$ cat src/rtl/xyolo_vwrite_serializer.sv
// Vector write serializer: reads N_CH-channel result words from internal memory
// and issues one databus write per enabled channel, advancing both pointers.
module xyolo_vwrite_serializer #(
    parameter int unsigned DATA_W     = 32,
    parameter int unsigned N_CH       = 4,
    parameter int unsigned ADDR_W     = 32,
    parameter int unsigned MEM_ADDR_W = 10,
    parameter int unsigned ITER_W     = 16
) (
    input  logic                     clk,
    input  logic                     rst,
    input  logic                     run,
    output logic                     done,
    input  logic [ADDR_W-1:0]        ext_addr,
    input  logic [MEM_ADDR_W-1:0]    int_addr,
    input  logic [MEM_ADDR_W-1:0]    int_incr,
    input  logic [ITER_W-1:0]        iter,
    input  logic [N_CH-1:0]          ch_mask,
    input  logic                     bypass,
    output logic                     mem_en,
    output logic [MEM_ADDR_W-1:0]    mem_addr,
    input  logic [N_CH*DATA_W-1:0]   mem_rdata,
    output logic                     databus_valid,
    output logic [ADDR_W-1:0]        databus_addr,
    output logic [DATA_W-1:0]        databus_wdata,
    output logic [DATA_W/8-1:0]      databus_wstrb,
    input  logic                     databus_ready
);

    localparam int unsigned WORD_W   = N_CH * DATA_W;
    localparam int unsigned STRB_W   = DATA_W / 8;
    localparam int unsigned CH_IDX_W = (N_CH > 1) ? $clog2(N_CH) : 1;
    localparam logic [ADDR_W-1:0] ADDR_STEP = ADDR_W'(STRB_W);

    typedef enum logic [1:0] {IDLE, FETCH, LATCH, SEND} state_e;

    state_e                  state_q;
    logic                    done_q;
    logic                    mem_en_q;
    logic                    valid_q;
    logic [DATA_W-1:0]       wdata_q;
    logic [ADDR_W-1:0]       ext_ptr_q;
    logic [MEM_ADDR_W-1:0]   int_ptr_q;
    logic [MEM_ADDR_W-1:0]   incr_q;
    logic [ITER_W-1:0]       iter_q;
    logic [ITER_W-1:0]       cnt_q;
    logic [N_CH-1:0]         mask_q;
    logic [N_CH-1:0]         rem_q;
    logic                    bypass_q;
    logic [WORD_W-1:0]       hold_q;

    // Index of the lowest set bit; 0 when the vector is empty.
    function automatic logic [CH_IDX_W-1:0] lowest_idx(input logic [N_CH-1:0] m);
        logic [CH_IDX_W-1:0] r;
        r = '0;
        for (int i = int'(N_CH) - 1; i >= 0; i--) begin
            if (m[i]) r = CH_IDX_W'(i);
        end
        return r;
    endfunction

    // Channel 0 sits in the most significant slice of a memory word.
    function automatic logic [DATA_W-1:0] chan_sel(input logic [WORD_W-1:0] w,
                                                   input logic [CH_IDX_W-1:0] idx);
        logic [WORD_W-1:0] sh;
        sh = w << (DATA_W * 32'(idx));
        return sh[WORD_W-1 -: DATA_W];
    endfunction

    logic [N_CH-1:0]     pick_src_c;
    logic [CH_IDX_W-1:0] sel_idx_c;
    logic [N_CH-1:0]     pick_rem_c;
    logic [WORD_W-1:0]   src_data_c;
    logic [DATA_W-1:0]   next_wdata_c;
    logic [ITER_W-1:0]   cnt_next_c;
    logic                last_word_c;
    logic                word_done_c;

    // Channel pick: from the fresh memory word in LATCH, from the holding register in SEND.
    always_comb begin
        pick_src_c   = (state_q == LATCH) ? mask_q : rem_q;
        src_data_c   = (state_q == LATCH) ? mem_rdata : hold_q;
        sel_idx_c    = lowest_idx(pick_src_c);
        pick_rem_c   = pick_src_c & ~(N_CH'(1) << sel_idx_c);
        next_wdata_c = chan_sel(src_data_c, sel_idx_c);
        cnt_next_c   = cnt_q + ITER_W'(1);
        last_word_c  = (cnt_next_c == iter_q);
        word_done_c  = ((state_q == LATCH) && (bypass_q || (mask_q == '0))) ||
                       ((state_q == SEND) && databus_ready && (rem_q == '0));
    end

    always_ff @(posedge clk) begin
        if (!rst) begin
            state_q   <= IDLE;
            done_q    <= 1'b1;
            mem_en_q  <= 1'b0;
            valid_q   <= 1'b0;
            wdata_q   <= '0;
            ext_ptr_q <= '0;
            int_ptr_q <= '0;
            incr_q    <= '0;
            iter_q    <= '0;
            cnt_q     <= '0;
            mask_q    <= '0;
            rem_q     <= '0;
            bypass_q  <= 1'b0;
            hold_q    <= '0;
        end else begin
            case (state_q)
                IDLE: begin
                    if (run) begin
                        done_q <= 1'b0;
                        if (iter != '0) begin
                            ext_ptr_q <= ext_addr;
                            int_ptr_q <= int_addr;
                            incr_q    <= int_incr;
                            iter_q    <= iter;
                            mask_q    <= ch_mask;
                            bypass_q  <= bypass;
                            cnt_q     <= '0;
                            mem_en_q  <= 1'b1;
                            state_q   <= FETCH;
                        end
                    end else begin
                        done_q <= 1'b1;
                    end
                end
                FETCH: begin
                    mem_en_q <= 1'b0;
                    state_q  <= LATCH;
                end
                LATCH: begin
                    hold_q <= mem_rdata;
                    if (!word_done_c) begin
                        valid_q <= 1'b1;
                        wdata_q <= next_wdata_c;
                        rem_q   <= pick_rem_c;
                        state_q <= SEND;
                    end
                end
                SEND: begin
                    if (databus_ready) begin
                        ext_ptr_q <= ext_ptr_q + ADDR_STEP;
                        if (rem_q != '0) begin
                            wdata_q <= next_wdata_c;
                            rem_q   <= pick_rem_c;
                        end else begin
                            valid_q <= 1'b0;
                        end
                    end
                end
                default: state_q <= IDLE;
            endcase

            // Word completion: finish the job or step to the next memory word.
            if (word_done_c) begin
                cnt_q <= cnt_next_c;
                if (last_word_c) begin
                    done_q  <= 1'b1;
                    state_q <= IDLE;
                end else begin
                    int_ptr_q <= int_ptr_q + incr_q;
                    mem_en_q  <= 1'b1;
                    state_q   <= FETCH;
                end
            end
        end
    end

    assign done          = done_q;
    assign mem_en        = mem_en_q;
    assign mem_addr      = int_ptr_q;
    assign databus_valid = valid_q;
    assign databus_addr  = ext_ptr_q;
    assign databus_wdata = wdata_q;
    assign databus_wstrb = {STRB_W{1'b1}};

endmodule

$ cat config.mk
export PLATFORM = sky130hd
export DESIGN_NAME = xyolo_vwrite_serializer
export DESIGN_NICKNAME = d
export VERILOG_FILES = /design/src/rtl/xyolo_vwrite_serializer.sv
export SDC_FILE = /design/constraint.sdc
export NUM_CORES = 1
export LEC_CHECK = 0
export ABC_AREA = 1
export BUFFER_PORTS_ARGS = -buffer_cell sky130_fd_sc_hd__clkbuf_2
export CORE_ASPECT_RATIO = 2
export CORE_UTILIZATION = 45
export DETAILED_ROUTE_END_ITERATION = 8
export GPL_ROUTABILITY_DRIVEN = 0
export GPL_TIMING_DRIVEN = 0
export PLACE_DENSITY = 0.74
export SYNTH_ARGS = -nofsm -noshare
export SYNTH_HDL_FRONTEND = slang
export SYNTH_SLANG_ARGS = --single-unit
$ cat constraint.sdc
create_clock -name clk -period 2.42 [get_ports clk]
set_clock_uncertainty 0.15 [all_clocks]
set_input_delay 0.363 -clock clk [delete_from_list [all_inputs] [get_ports clk]]
set_output_delay 0.363 -clock clk [all_outputs]
set_load 0.01 [all_outputs]
==> results_tabular.tex <==
\begin{tabular}{lr}
\hline
Metric & Value \\
\hline
\multicolumn{2}{l}{\textbf{Run status}} \\
\quad Status & complete, no violations \\
\multicolumn{2}{l}{\textbf{Route}} \\
\quad Violation count after the first detailed-route iteration & 854 \\
\quad Count of vias placed by the detailed router & 13,500 \\
\quad Drt via density & 5.481 \\
\quad Antenna Nets Post-Route & 0 \\
\quad Routed wire per std cell & 19.01 um \\
\quad Post-Route WL & roughly 47 mm \\
\quad Count of unresolved DRC violations after routing & 0 \\
\quad First-pass iteration count of the detailed router & 5 \\
\multicolumn{2}{l}{\textbf{Critical path}} \\
\quad Startpoint Class & flip-flop \\
\quad Arrival time of data at the critical path endpoint & 2590 ps \\
\quad Required time of the worst setup path & 2690 ps \\
\quad Gate family responsible for the most delay along the worst path & compound AO/OA/AOI/OAI gates \\
\quad Slowest cell delay on critical path & about 350 ps \\
\quad Type of element capturing the critical path & flip-flop \\
\quad List of cells traversed by the critical path & inv\_2 > ha\_4 > o21ai\_1 > o21ai\_1 > nand2\_2 > clkbuf\_4 > a21oi\_1 > nand2\_1 > o221ai\_1 > o21a\_1 \\
\quad Crit Path Max Fanout & 10 \\
\quad Crit path buf inv count & 2 \\
\quad Most frequent CP cell & sky130\_fd\_sc\_hd\_\_o21ai\_1 \\
\quad Crit path max-delay cell type & sky130\_fd\_sc\_hd\_\_dfxtp\_2 \\
\quad Class of the most critical setup path & reg2reg \\
\multicolumn{2}{l}{\textbf{Die}} \\
\quad Row count & 85 \\
\quad Initial core utilization & 0.4584 \\
\quad Full die area & 0.02823 sq mm \\
\quad Core footprint & 0.02701 sq mm \\
\quad IO Count & 286 \\
\quad Die W & 119.3 um \\
\quad Die Height & 236.6 um \\
\multicolumn{2}{l}{\textbf{Synthesis}} \\
\quad Portion of the post-synthesis area used by sequential elements & 0.4171 \\
\quad Count of flip-flops with a built-in enable after synthesis & 0 \\
\quad Post-Syn Instances & 1,610 \\
\quad Cell area after technology mapping & 0.01238 sq mm \\
\quad Post-Synthesis Mean Instance Area & 7.691 sq um \\
\quad Share of flip-flops with an asynchronous set or reset after synthesis & 0 \\
\quad Number of library cell types mapped by synthesis & 50 \\
\quad Post-synth top flop & sky130\_fd\_sc\_hd\_\_dfxtp\_1 \\
\quad Register bit count reported by yosys & 258 \\
\quad Number of synthesis warnings & 0 \\
\multicolumn{2}{l}{\textbf{Global route}} \\
\quad Remaining global-route overflow & 0 \\
\quad Largest net degree at the start of global routing & 16 \\
\quad Met1 layer usage reported by global route & 0.2962 \\
\quad Global-route layer with the greatest usage & met2 \\
\quad Fraction of met3 tracks used by global routing & 0.04552 \\
\quad Met2 capacity usage during global routing & 0.6092 \\
\quad Number of antenna violations at the first check in global routing & 0 \\
\quad Via count of the first global-routing pass & 13,950 \\
\quad Global-route wire length before repair & around 70 mm \\
\quad Total routing resource utilization after global routing & 0.3203 \\
\multicolumn{2}{l}{\textbf{Clock network}} \\
\quad CTS Buf Count & 24 \\
\quad Clock insertion delay at the later pin of the skew report & 540 ps \\
\quad Root buffer cell & sky130\_fd\_sc\_hd\_\_clkbuf\_16 \\
\quad Total number of H-tree levels & 1 \\
\quad Clock net sink count & between 200 and 300 \\
\quad Register clock-pin slew on the reported worst setup and hold paths & around 70 ps \\
\quad TritonCTS clock tree & built \\
\quad Clock tree buffer depth & 3 \\
\multicolumn{2}{l}{\textbf{Timing}} \\
\quad Number of max-slew violations in the final report & 0 \\
\quad Worst slew pin tran & 815.5 ps \\
\quad Peak clock frequency supported by timing & 431.0 MHz \\
\quad Final setup violation count & 0 \\
\quad Fin crit period & approximately 2300 ps \\
\quad Final worst-path cycle share & 0.9588 \\
\quad Hold Vio Cnt, Final & 0 \\
\quad Worst slew margin relative to its limit & 0.4563 \\
\quad Post-route setup TNS & 0 ps \\
\multicolumn{2}{l}{\textbf{Power}} \\
\quad Flop pwr share & 0.323 \\
\quad Static leakage & 0.007208 uW \\
\quad Power share of the combinational group & 0.470 \\
\quad Portion of total power attributed to the clock network & 0.207 \\
\quad PwrDens & about 1100 mW/mm\^{}2 \\
\quad Total Power & 18,630 uW \\
\quad Internal power of the cells & 10,810 uW \\
\quad Sw Pwr & 7824 uW \\
\quad Fraction of power spent switching nets & 0.4199 \\
\quad Maximum VDD drop & between 0.8 and 0.9 mV \\
\multicolumn{2}{l}{\textbf{Worst hold path}} \\
\quad Path type of the worst min-delay path & in2reg \\
\multicolumn{2}{l}{\textbf{Placed design}} \\
\quad Count of input and output buffers & about 280 \\
\quad HPWL after detailed placement & 31.80 mm \\
\multicolumn{2}{l}{\textbf{Layout}} \\
\quad Nets & 2,319 \\
\quad Signed area change from the synthesized netlist to the final layout & 38.47\% \\
\quad Count of inserted antenna diode cells & 0 \\
\quad Layout cell share with drive strength beyond 1 & 0.2181 \\
\multicolumn{2}{l}{\textbf{Flow run}} \\
\quad Max-cap violations & 0 \\
\hline
\end{tabular}
[cell type report]
type,instances,area [sq um]
fill,2232,9867
multi-input combinational,1155,6594
sequential,258,5180
timing repair buffer,457,3157
clock buffer,33,695.7
buffer,96,605.6
tap,348,435.4
inverter,105,399.1
clock inverter,10,80.08
[stage by stage]
stage | utilization | cells | hold slack, ps | setup slack (ps) | area [sq um]
after floorplan | - | 1613 | 279.2 | 249.0 | 12390
after global placement | 0.5270 | 2242 | 298.0 | -306.1 | 14240
after detailed placement | 0.5270 | 2242 | 307.4 | -385.2 | 14240
after CTS | 0.6247 | 2454 | 0.1735 | -10.41 | 16880
after global routing | 0.6347 | 2462 | 24.51 | -31.80 | 17150
final | 0.6347 | 2462 | 11.15 | 99.79 | 17150
[cells in the mapped netlist, types with 7 or more instances]
cell | count | share of area
sky130_fd_sc_hd__a21oi_1 | 134 | 0.054
sky130_fd_sc_hd__a31oi_1 | 7 | 0.0035
sky130_fd_sc_hd__buf_2 | 35 | 0.014
sky130_fd_sc_hd__clkbuf_1 | 48 | 0.015
sky130_fd_sc_hd__dfxtp_1 | 258 | 0.42
sky130_fd_sc_hd__ha_1 | 16 | 0.016
sky130_fd_sc_hd__inv_1 | 102 | 0.031
sky130_fd_sc_hd__mux2i_1 | 136 | 0.11
sky130_fd_sc_hd__nand2_1 | 284 | 0.086
sky130_fd_sc_hd__nand3_1 | 62 | 0.025
sky130_fd_sc_hd__nand4_1 | 14 | 0.0071
sky130_fd_sc_hd__nor2_1 | 268 | 0.081
sky130_fd_sc_hd__nor3_1 | 7 | 0.0028
sky130_fd_sc_hd__o21a_1 | 33 | 0.020
sky130_fd_sc_hd__o21ai_0 | 65 | 0.026
sky130_fd_sc_hd__o221ai_1 | 32 | 0.023
sky130_fd_sc_hd__or2_2 | 9 | 0.0045
sky130_fd_sc_hd__xnor2_1 | 10 | 0.0071
sky130_fd_sc_hd__xor2_1 | 12 | 0.0085
[power by group through the flow]
stage / Combinational [uW] / Sequential, uW / Clock (uW)
2_1_floorplan: 5020 / 6010 / 0
3_3_place_gp: 7370 / 5980 / 0
3_5_place_dp: 7520 / 6020 / 0
4_1_cts: 8080 / 5930 / 3860
5_1_grt: 9470 / 6080 / 4050
6_report: 8760 / 6010 / 3860
[cells by family (layout without fill, tap and decap cells)]
| kind of cell | after synthesis | after routing | synth area share |
|---|---|---|---|
| flip-flops | 258 | 258 | 0.4171 |
| adder cells (fa/ha/maj) | 17 | 17 | 0.01778 |
| multiplexers | 136 | 136 | 0.1099 |
| other | 1 | 4 | 0.0003028 |
| XOR/XNOR | 23 | 23 | 0.01738 |
| AO/OA/AOI/OAI | 302 | 303 | 0.1462 |
| buffers and inverters | 201 | 701 | 0.06719 |
| AND/OR/NAND/NOR | 672 | 672 | 0.2241 |
[flip-flops by register name (all words and copies together), names as in the netlist, 2 cells and up]
signal and cells:
iter_q 16, rem_q 4, state_q 2, mask_q 4, databus_addr 32, cnt_q 16, databus_wdata 32, hold_q 128
mem_addr 10, incr_q 10
[per-layer routing]
layer	part of all wire	wire length (um)	up-vias
met5	0	0	-
met4	0.080	3722	0
met3	0.051	2409	255
met2	0.53	24810	655
met1	0.34	15860	6261
li1	-	-	6324
[layout by cell type (no fill, tap or decap), types with 7 or more instances in the layout]
cell and instances:
sky130_fd_sc_hd__clkbuf_2 287, sky130_fd_sc_hd__nand2_1 281, sky130_fd_sc_hd__nor2_1 264, sky130_fd_sc_hd__dfxtp_1 248, sky130_fd_sc_hd__dlygate4sd3_1 165, sky130_fd_sc_hd__mux2i_1 134, sky130_fd_sc_hd__a21oi_1 127, sky130_fd_sc_hd__inv_1 101
sky130_fd_sc_hd__o21ai_0 63, sky130_fd_sc_hd__nand3_1 60, sky130_fd_sc_hd__clkbuf_1 39, sky130_fd_sc_hd__o21a_1 33, sky130_fd_sc_hd__o221ai_1 31, sky130_fd_sc_hd__buf_4 28, sky130_fd_sc_hd__clkbuf_16 25, sky130_fd_sc_hd__nand4_1 14
sky130_fd_sc_hd__ha_1 14, sky130_fd_sc_hd__xor2_1 12, sky130_fd_sc_hd__buf_6 11, sky130_fd_sc_hd__xnor2_1 10, sky130_fd_sc_hd__buf_2 9, sky130_fd_sc_hd__or2_2 9, sky130_fd_sc_hd__dfxtp_2 9, sky130_fd_sc_hd__nor2_2 8
sky130_fd_sc_hd__nand2_2 7, sky130_fd_sc_hd__clkbuf_4 7, sky130_fd_sc_hd__nor3_1 7, sky130_fd_sc_hd__a31oi_1 7, sky130_fd_sc_hd__clkinv_2 7
[path summary, 6_finish.rpt]
| path | from | to | slack [ps] | cells past startpoint |
|---|---|---|---|---|
| setup / recovery | state_q[0] | databus_wdata[30] | 100 | 10 |
| hold / removal | ext_addr[13] | databus_addr[13] | 10 | 5 |
| setup reg to reg | state_q[0] | databus_wdata[30] | 100 | 10 |
| hold reg to reg | databus_addr[0] | databus_addr[0] | 320 | 2 |
[repair_timing]
action	CTS	global route
hold buffers	165	0
gates cloned	2	0
pin swaps	2	8
setup buffers	2	8
hold endpoints to repair	165	0
gates resized for setup	57	74
setup endpoints to repair	65	93
[worst reg2reg max path, stage by stage (launching register included)]
cell,delay [ps]
sky130_fd_sc_hd__dfxtp_2,350
sky130_fd_sc_hd__inv_2,60
sky130_fd_sc_hd__ha_4,180
sky130_fd_sc_hd__o21ai_1,330
sky130_fd_sc_hd__o21ai_1,140
sky130_fd_sc_hd__nand2_2,190
sky130_fd_sc_hd__clkbuf_4,260
sky130_fd_sc_hd__a21oi_1,110
sky130_fd_sc_hd__nand2_1,100
sky130_fd_sc_hd__o221ai_1,110
sky130_fd_sc_hd__o21a_1,220
Note: power is estimated with default switching activity, not from simulation.
